### src/rtl/wdt_controller_pkg.sv
// Shared constants and types for the watchdog timer: bus geometry, register
// offsets, access-size encodings, reset cause code, kick magic and FSM states.
package wdt_controller_pkg;

    localparam int WDT_SIZE      = 16;
    localparam int ADDR_W        = $clog2(WDT_SIZE);
    localparam int BUS_WIDTH     = 32;
    localparam int BUS_ACC_WIDTH = 2;
    localparam int XLEN          = 32;

    localparam logic [7:0]  RST_CAUSE_WDT = 8'h04;
    localparam logic [15:0] KICK_MAGIC    = 16'hA5C3;

    localparam logic [ADDR_W-1:0] OFF_CTRL  = 4'd0;
    localparam logic [ADDR_W-1:0] OFF_KICK  = 4'd2;
    localparam logic [ADDR_W-1:0] OFF_LOAD  = 4'd4;
    localparam logic [ADDR_W-1:0] OFF_COUNT = 4'd8;
    localparam logic [ADDR_W-1:0] OFF_TAG   = 4'd12;

    localparam logic [BUS_ACC_WIDTH-1:0] ACC_BYTE = 2'd0;
    localparam logic [BUS_ACC_WIDTH-1:0] ACC_HALF = 2'd1;
    localparam logic [BUS_ACC_WIDTH-1:0] ACC_WORD = 2'd2;

    typedef enum logic [1:0] {
        ST_IDLE    = 2'd0,
        ST_RUN     = 2'd1,
        ST_EXPIRED = 2'd2
    } wdt_state_e;

endpackage

### src/rtl/wdt_controller.sv
// Bus-mapped watchdog timer. Counts COUNT down from LOAD while enabled; a kick
// with the magic value reloads it, a bad kick or reaching zero expires the
// watchdog, pulsing soc_fault toward the reset controller with TAG as address.
// Optional feature: define WDT_IRQ_EN for the half-way pre-timeout interrupt.
module wdt_controller
    import wdt_controller_pkg::*;
#(
    parameter logic [31:0] LOAD_RST = 32'hFFFF_FFFF
) (
    input  logic                     clk,
    input  logic                     rst,
    input  logic [ADDR_W-1:0]        addr,
    input  logic                     w_rb,
    input  logic [BUS_ACC_WIDTH-1:0] acc,
    input  logic [BUS_WIDTH-1:0]     wdata,
    input  logic                     req,
    output logic [BUS_WIDTH-1:0]     rdata,
    output logic                     resp,
    output logic                     fault,
    output logic                     soc_fault,
    output logic [7:0]               soc_fault_cause,
    output logic [XLEN-1:0]          soc_fault_addr,
    output logic                     irq
);

    wdt_state_e           r_state;
    logic                 r_en;
    logic                 r_lock;
    logic [31:0]          r_count;
    logic [31:0]          r_load;
    logic [31:0]          r_tag;
    logic [BUS_WIDTH-1:0] r_rdata;
    logic                 r_resp;
    logic                 r_soc_fault;
    logic [7:0]           r_cause;
    logic [XLEN-1:0]      r_fault_addr;

    logic w_hit_ctrl, w_hit_kick, w_hit_load, w_hit_count, w_hit_tag;
    logic w_mapped, w_size_ok, w_invld, w_valid;
    logic w_wr_ctrl, w_wr_kick, w_wr_load, w_wr_tag, w_rd;
    logic w_start, w_disable, w_reload, w_bad_kick;
    logic [BUS_WIDTH-1:0] w_rd_mux;

    assign w_hit_ctrl  = (addr == OFF_CTRL);
    assign w_hit_kick  = (addr == OFF_KICK);
    assign w_hit_load  = (addr == OFF_LOAD);
    assign w_hit_count = (addr == OFF_COUNT);
    assign w_hit_tag   = (addr == OFF_TAG);
    assign w_mapped    = w_hit_ctrl | w_hit_kick | w_hit_load | w_hit_count | w_hit_tag;

    assign w_size_ok = ((w_hit_ctrl | w_hit_kick) && (acc == ACC_HALF)) ||
                       ((w_hit_load | w_hit_count | w_hit_tag) && (acc == ACC_WORD));

    assign w_invld = !w_mapped || !w_size_ok ||
                     (w_rb && w_hit_count) ||
                     (!w_rb && w_hit_kick) ||
                     (w_rb && r_lock && (w_hit_ctrl || w_hit_load));

    assign w_valid = req && !w_invld;
    assign fault   = req && w_invld;

    assign w_wr_ctrl = w_valid && w_rb && w_hit_ctrl;
    assign w_wr_kick = w_valid && w_rb && w_hit_kick;
    assign w_wr_load = w_valid && w_rb && w_hit_load;
    assign w_wr_tag  = w_valid && w_rb && w_hit_tag;
    assign w_rd      = w_valid && !w_rb;

    assign w_start    = w_wr_ctrl && wdata[0];
    assign w_disable  = w_wr_ctrl && !wdata[0];
    assign w_reload   = w_wr_kick && (wdata[15:0] == KICK_MAGIC);
    assign w_bad_kick = w_wr_kick && (wdata[15:0] != KICK_MAGIC);

    // Read data selection; values are zero-extended to the bus width.
    always_comb begin
        w_rd_mux = '0;
        if (w_hit_ctrl)
            w_rd_mux = {{(BUS_WIDTH-2){1'b0}}, r_lock, r_en};
        else if (w_hit_load)
            w_rd_mux = r_load;
        else if (w_hit_count)
            w_rd_mux = r_count;
        else if (w_hit_tag)
            w_rd_mux = r_tag;
    end

    // Bus response: resp one cycle after an accepted access, rdata held between reads.
    always_ff @(posedge clk or posedge rst) begin
        if (rst) begin
            r_resp  <= 1'b0;
            r_rdata <= '0;
        end else begin
            r_resp <= w_valid;
            if (w_rd)
                r_rdata <= w_rd_mux;
        end
    end

    // Register file and watchdog FSM; a valid kick beats expiry at COUNT == 0.
    always_ff @(posedge clk or posedge rst) begin
        if (rst) begin
            r_state      <= ST_IDLE;
            r_en         <= 1'b0;
            r_lock       <= 1'b0;
            r_count      <= '0;
            r_load       <= LOAD_RST;
            r_tag        <= '0;
            r_soc_fault  <= 1'b0;
            r_cause      <= '0;
            r_fault_addr <= '0;
        end else begin
            r_soc_fault <= 1'b0;
            if (w_wr_ctrl) begin
                r_en   <= wdata[0];
                r_lock <= r_lock | wdata[1];
            end
            if (w_wr_load)
                r_load <= wdata;
            if (w_wr_tag)
                r_tag <= wdata;
            case (r_state)
                ST_IDLE: begin
                    if (w_start) begin
                        r_count <= r_load;
                        r_state <= ST_RUN;
                    end
                end
                ST_RUN: begin
                    if (w_disable) begin
                        r_state <= ST_IDLE;
                    end else if (w_reload) begin
                        r_count <= r_load;
                    end else if (w_bad_kick || (r_count == 32'd0)) begin
                        r_state      <= ST_EXPIRED;
                        r_soc_fault  <= 1'b1;
                        r_cause      <= RST_CAUSE_WDT;
                        r_fault_addr <= r_tag;
                    end else begin
                        r_count <= r_count - 32'd1;
                    end
                end
                default: begin
                end
            endcase
        end
    end

    assign rdata           = r_rdata;
    assign resp            = r_resp;
    assign soc_fault       = r_soc_fault;
    assign soc_fault_cause = r_cause;
    assign soc_fault_addr  = r_fault_addr;

`ifdef WDT_IRQ_EN
    logic r_irq;

    // Pre-timeout interrupt tracks the next COUNT value against half of LOAD.
    always_ff @(posedge clk or posedge rst) begin
        if (rst) begin
            r_irq <= 1'b0;
        end else if ((r_state == ST_IDLE) && w_start) begin
            r_irq <= (r_load <= (r_load >> 1));
        end else if ((r_state == ST_RUN) && !w_disable && !w_wr_kick && (r_count != 32'd0)) begin
            r_irq <= ((r_count - 32'd1) <= (r_load >> 1));
        end else begin
            r_irq <= 1'b0;
        end
    end

    assign irq = r_irq;
`else
    assign irq = 1'b0;
`endif

endmodule

### config.mk
export PLATFORM = sky130hd
export DESIGN_NAME = wdt_controller
export DESIGN_NICKNAME = d
export VERILOG_FILES = /design/src/rtl/wdt_controller_pkg.sv /design/src/rtl/wdt_controller.sv
export SDC_FILE = /design/constraint.sdc
export NUM_CORES = 1
export LEC_CHECK = 0
export CAP_MARGIN = 30
export CORE_UTILIZATION = 50
export DETAILED_ROUTE_END_ITERATION = 6
export PLACE_DENSITY = 0.75
export SLEW_MARGIN = 20
export SYNTH_ARGS = -nofsm -noshare
export SYNTH_HDL_FRONTEND = slang
export SYNTH_SLANG_ARGS = --single-unit
### constraint.sdc
create_clock -name clk -period 6.12 [get_ports clk]
set_clock_uncertainty 0.1 [all_clocks]
set_input_delay 1.224 -clock clk [delete_from_list [all_inputs] [get_ports clk]]
set_output_delay 1.224 -clock clk [all_outputs]
set_load 0.005 [all_outputs]
==> flow_summary_export.csv <==
group,metric,value,unit
outcome,status,"completed",
floorplanning,dieArea,0.0172,mm^2
grt,grt-ovfl-total,0,
cts,clock_path_buffers,2,
route,drt_wl_total,20600,um
critical_path,cp.arrival,3240,ps
logic_synthesis,synth_edf_count,0,
cts,clk_pin_slew_worst_paths,60,ps
critical_path,required,4800,ps
critical_path,ff2ff_setup_slack,2570,ps
layout,design_area,0.0102,mm^2
logic_synthesis,yosys_warnings,0,
placed_design,placed_area,0.00959,mm^2
logic_synthesis,avgSynthCellArea,11.4,um^2
critical_path,cp_slowest_cell,"nor4b_2",
floorplanning,pin_count,118,
timing,timing.hold.ws,369,ps
logic_synthesis,yosysMostFrequentCell,"dfrtp_1",
min_path,hp-class,"reg -> reg",
cts,clock-root-buffer,"clkbuf_16",
timing,min_period,4570,ps
timing,tightest_slew,830,ps
grt,gr-usage-all-layers,25.5,%
critical_path,setup.worst_path.start,"addr[3]",
run,maxCapViolCount,0,
route,drt_iter0_drc,441,
critical_path,cp_top_family,"buffers and inverters",
critical_path,slowest_delay,450,ps
power_and_ir_drop,vdd.ir_drop.worst,209,uV
route,via_per_inst,5.97,
logic_synthesis,syn-cell-area,0.00832,mm^2
route,vias,6257,
critical_path,crit_buf_inv,3,
floorplanning,start_util,51.8,%
cts,ctsResizeCount,0,
power_and_ir_drop,totalPowerFinal,0.00293,W
timing,finalHoldViolCount,0,
placed_design,io_buffers,109,
logic_synthesis,synth_cells,727,
logic_synthesis,synth-seq-cells,167,
critical_path,critPathKind,"in -> out",
cts,cts_made_buffers,17,
layout,drive_gt1_share,27.4,%
timing,fin_setup_tns,0,ps
critical_path,crit_top_cell,"clkdlybuf4s50_1",
timing,max_freq,0.219,GHz
critical_path,endpoint_kind,"output port",
cts,clock-sinks,167,
cts,htreeDepth,4,
cts,cts_hold_buf,0,
placed_design,place.gp.congestion,0.821,
timing,finalSetupViolations,0,
floorplanning,die_h,131,um
logic_synthesis,synth_ff_type,"dfrtp_1",
floorplanning,core_area,0.0161,mm^2
critical_path,crit_fanout,39,
route,ant_nets,0,
route,drc,0,
logic_synthesis,async_flop_share,100,%
floorplanning,core.rowCount,46,
cts,cts_setup_buffers,0,
grt,antenna_found_initial,0,
route,firstDrtPassIters,5,
logic_synthesis,yosys-top-cells-area,"dfrtp_1 (41%), mux2_2 (13%), dfstp_2 (10%), mux2_4 (5.2%), o31ai_1 (3.2%)",
critical_path,cp.depth,7,
route,wire_per_inst,19.6,um
layout,area_growth,22.8,%
logic_synthesis,ys_types,59,
critical_path,cp-start-kind,"input port",
cts,tritoncts,"built",
critical_path,timing.rr.start,"r_count[0]",
layout,num_antenna_cells,0,
timing,min_period_over_period,74.6,%
timing,grt_setup_unrepaired,"no",
layout,nets,862,
logic_synthesis,synth_top_area_share,40.6,%
grt,grt_pass1_vias,6294,
power_and_ir_drop,leakagePower,4.36,nW
grt,grt_pass1_wl,33100,um
critical_path,reg2reg_depth,10,
timing,drv_slew,0,
critical_path,path_cells,"clkdlybuf4s50_1, buf_4, nor4b_2, a32oi_1, a211oi_1, nor2_1, clkdlybuf4s50_1",
logic_synthesis,yosysSeqAreaShare,50.7,%
floorplanning,die_w,131,um
logic_synthesis,synth_largest_area_cell,"dfrtp_1",
power_and_ir_drop,p_per_area,286,mW/mm^2
timing,maxSlewHeadroom,44.7,%
critical_path,timing.rr.end,"soc_fault_addr[9]",
cts,clkLatencyLatePin,430,ps
placed_design,dp_hpwl,14000,um
grt,grt_max_degree,66,
logic_synthesis,yosys-top-cells-count,"dfrtp_1 (135), mux2_2 (95), nand2_1 (60)",
critical_path,worstSetupEndpoint,"fault",
[worst min-delay path by stage]
stage	start	end	depth (start not counted)
2_1_floorplan	soc_fault_cause[2]	soc_fault_cause[2]	1
6_report	soc_fault_cause[2]	soc_fault_cause[2]	1
3_3_place_gp	rdata[11]	rdata[11]	2
3_5_place_dp	soc_fault_cause[2]	soc_fault_cause[2]	1
5_1_grt	soc_fault_cause[2]	soc_fault_cause[2]	1
4_1_cts	soc_fault_cause[2]	soc_fault_cause[2]	1
[state kept, by name, summed over array words and instances, names as in the netlist, 2 cells and up]
| register | flops |
|---|---|
| r_tag | 32 |
| soc_fault_addr | 32 |
| r_load | 32 |
| rdata | 32 |
| r_state | 2 |
| r_count | 32 |
[area by class of cell]
cell class,count,area [um^2]
fill,1209,5840
sequential,167,4220
multi-input combinational,498,3810
timing repair buffer,126,1250
clock buffer,24,482
tap,216,270
clock inverter,8,145
inverter,9,38.8
[metrics by stage]
stage          util [%]  std cells  setup WS, ps
2_1_floorplan         -        734           331
3_3_place_gp       59.4       1014          1300
3_5_place_dp       59.7       1016          1190
4_1_cts            63.6       1048          1550
5_1_grt            63.6       1048          1430
6_report           63.6       1048          1550
[cell usage in the layout (no fill, tap or decap), types with 5 or more instances in the layout]
| cell | Yosys | routed |
|---|---|---|
| nand2_1 | 60 | 60 |
| nor2_1 | 35 | 34 |
| dfrtp_1 | 135 | 135 |
| o21ai_0 | 26 | 26 |
| o2bb2ai_1 | 13 | 13 |
| dfstp_2 | 32 | 32 |
| clkbuf_16 | 0 | 17 |
| and3_1 | 5 | 5 |
| mux2_4 | 29 | 29 |
| nand4_1 | 7 | 7 |
| clkdlybuf4s50_1 | 0 | 109 |
| nand2b_1 | 11 | 9 |
| mux2_2 | 95 | 95 |
| a22oi_1 | 35 | 35 |
| or3_1 | 5 | 5 |
| o31ai_1 | 36 | 36 |
| nand3_1 | 16 | 16 |
| a31oi_1 | 14 | 14 |
| a31o_2 | 5 | 5 |
| inv_1 | 9 | 8 |
| buf_4 | 8 | 15 |
| nand4b_1 | 5 | 5 |
| a21oi_1 | 24 | 23 |
| conb_1 | 1 | 8 |
| nor3_1 | 13 | 13 |
[cell families after synthesis]
logic type,synth area share [%]
AO/OA/AOI/OAI,14.8
multiplexers,18.8
flip-flops,50.7
buffers and inverters,4.05
other,0.0451
AND/OR/NAND/NOR,11.5
adder cells (fa/ha/maj),0.150
[metal layers]
layer	track usage [%]	wire length, um	part of all wire, %	up-vias
li1	-	-	-	2872
met1	33.5	9040	44	3135
met2	41.2	10100	49	216
met3	4.76	1020	5.0	34
met4	11.3	476	2.3	0
met5	0	0	0	-
[where the power goes]
group	internal, W	switching, W
logic	0.000205	0.000277
clock network	0.000714	0.000424
registers	0.00119	0.000118
No activity file was read; power rests on OpenSTA's default activity.
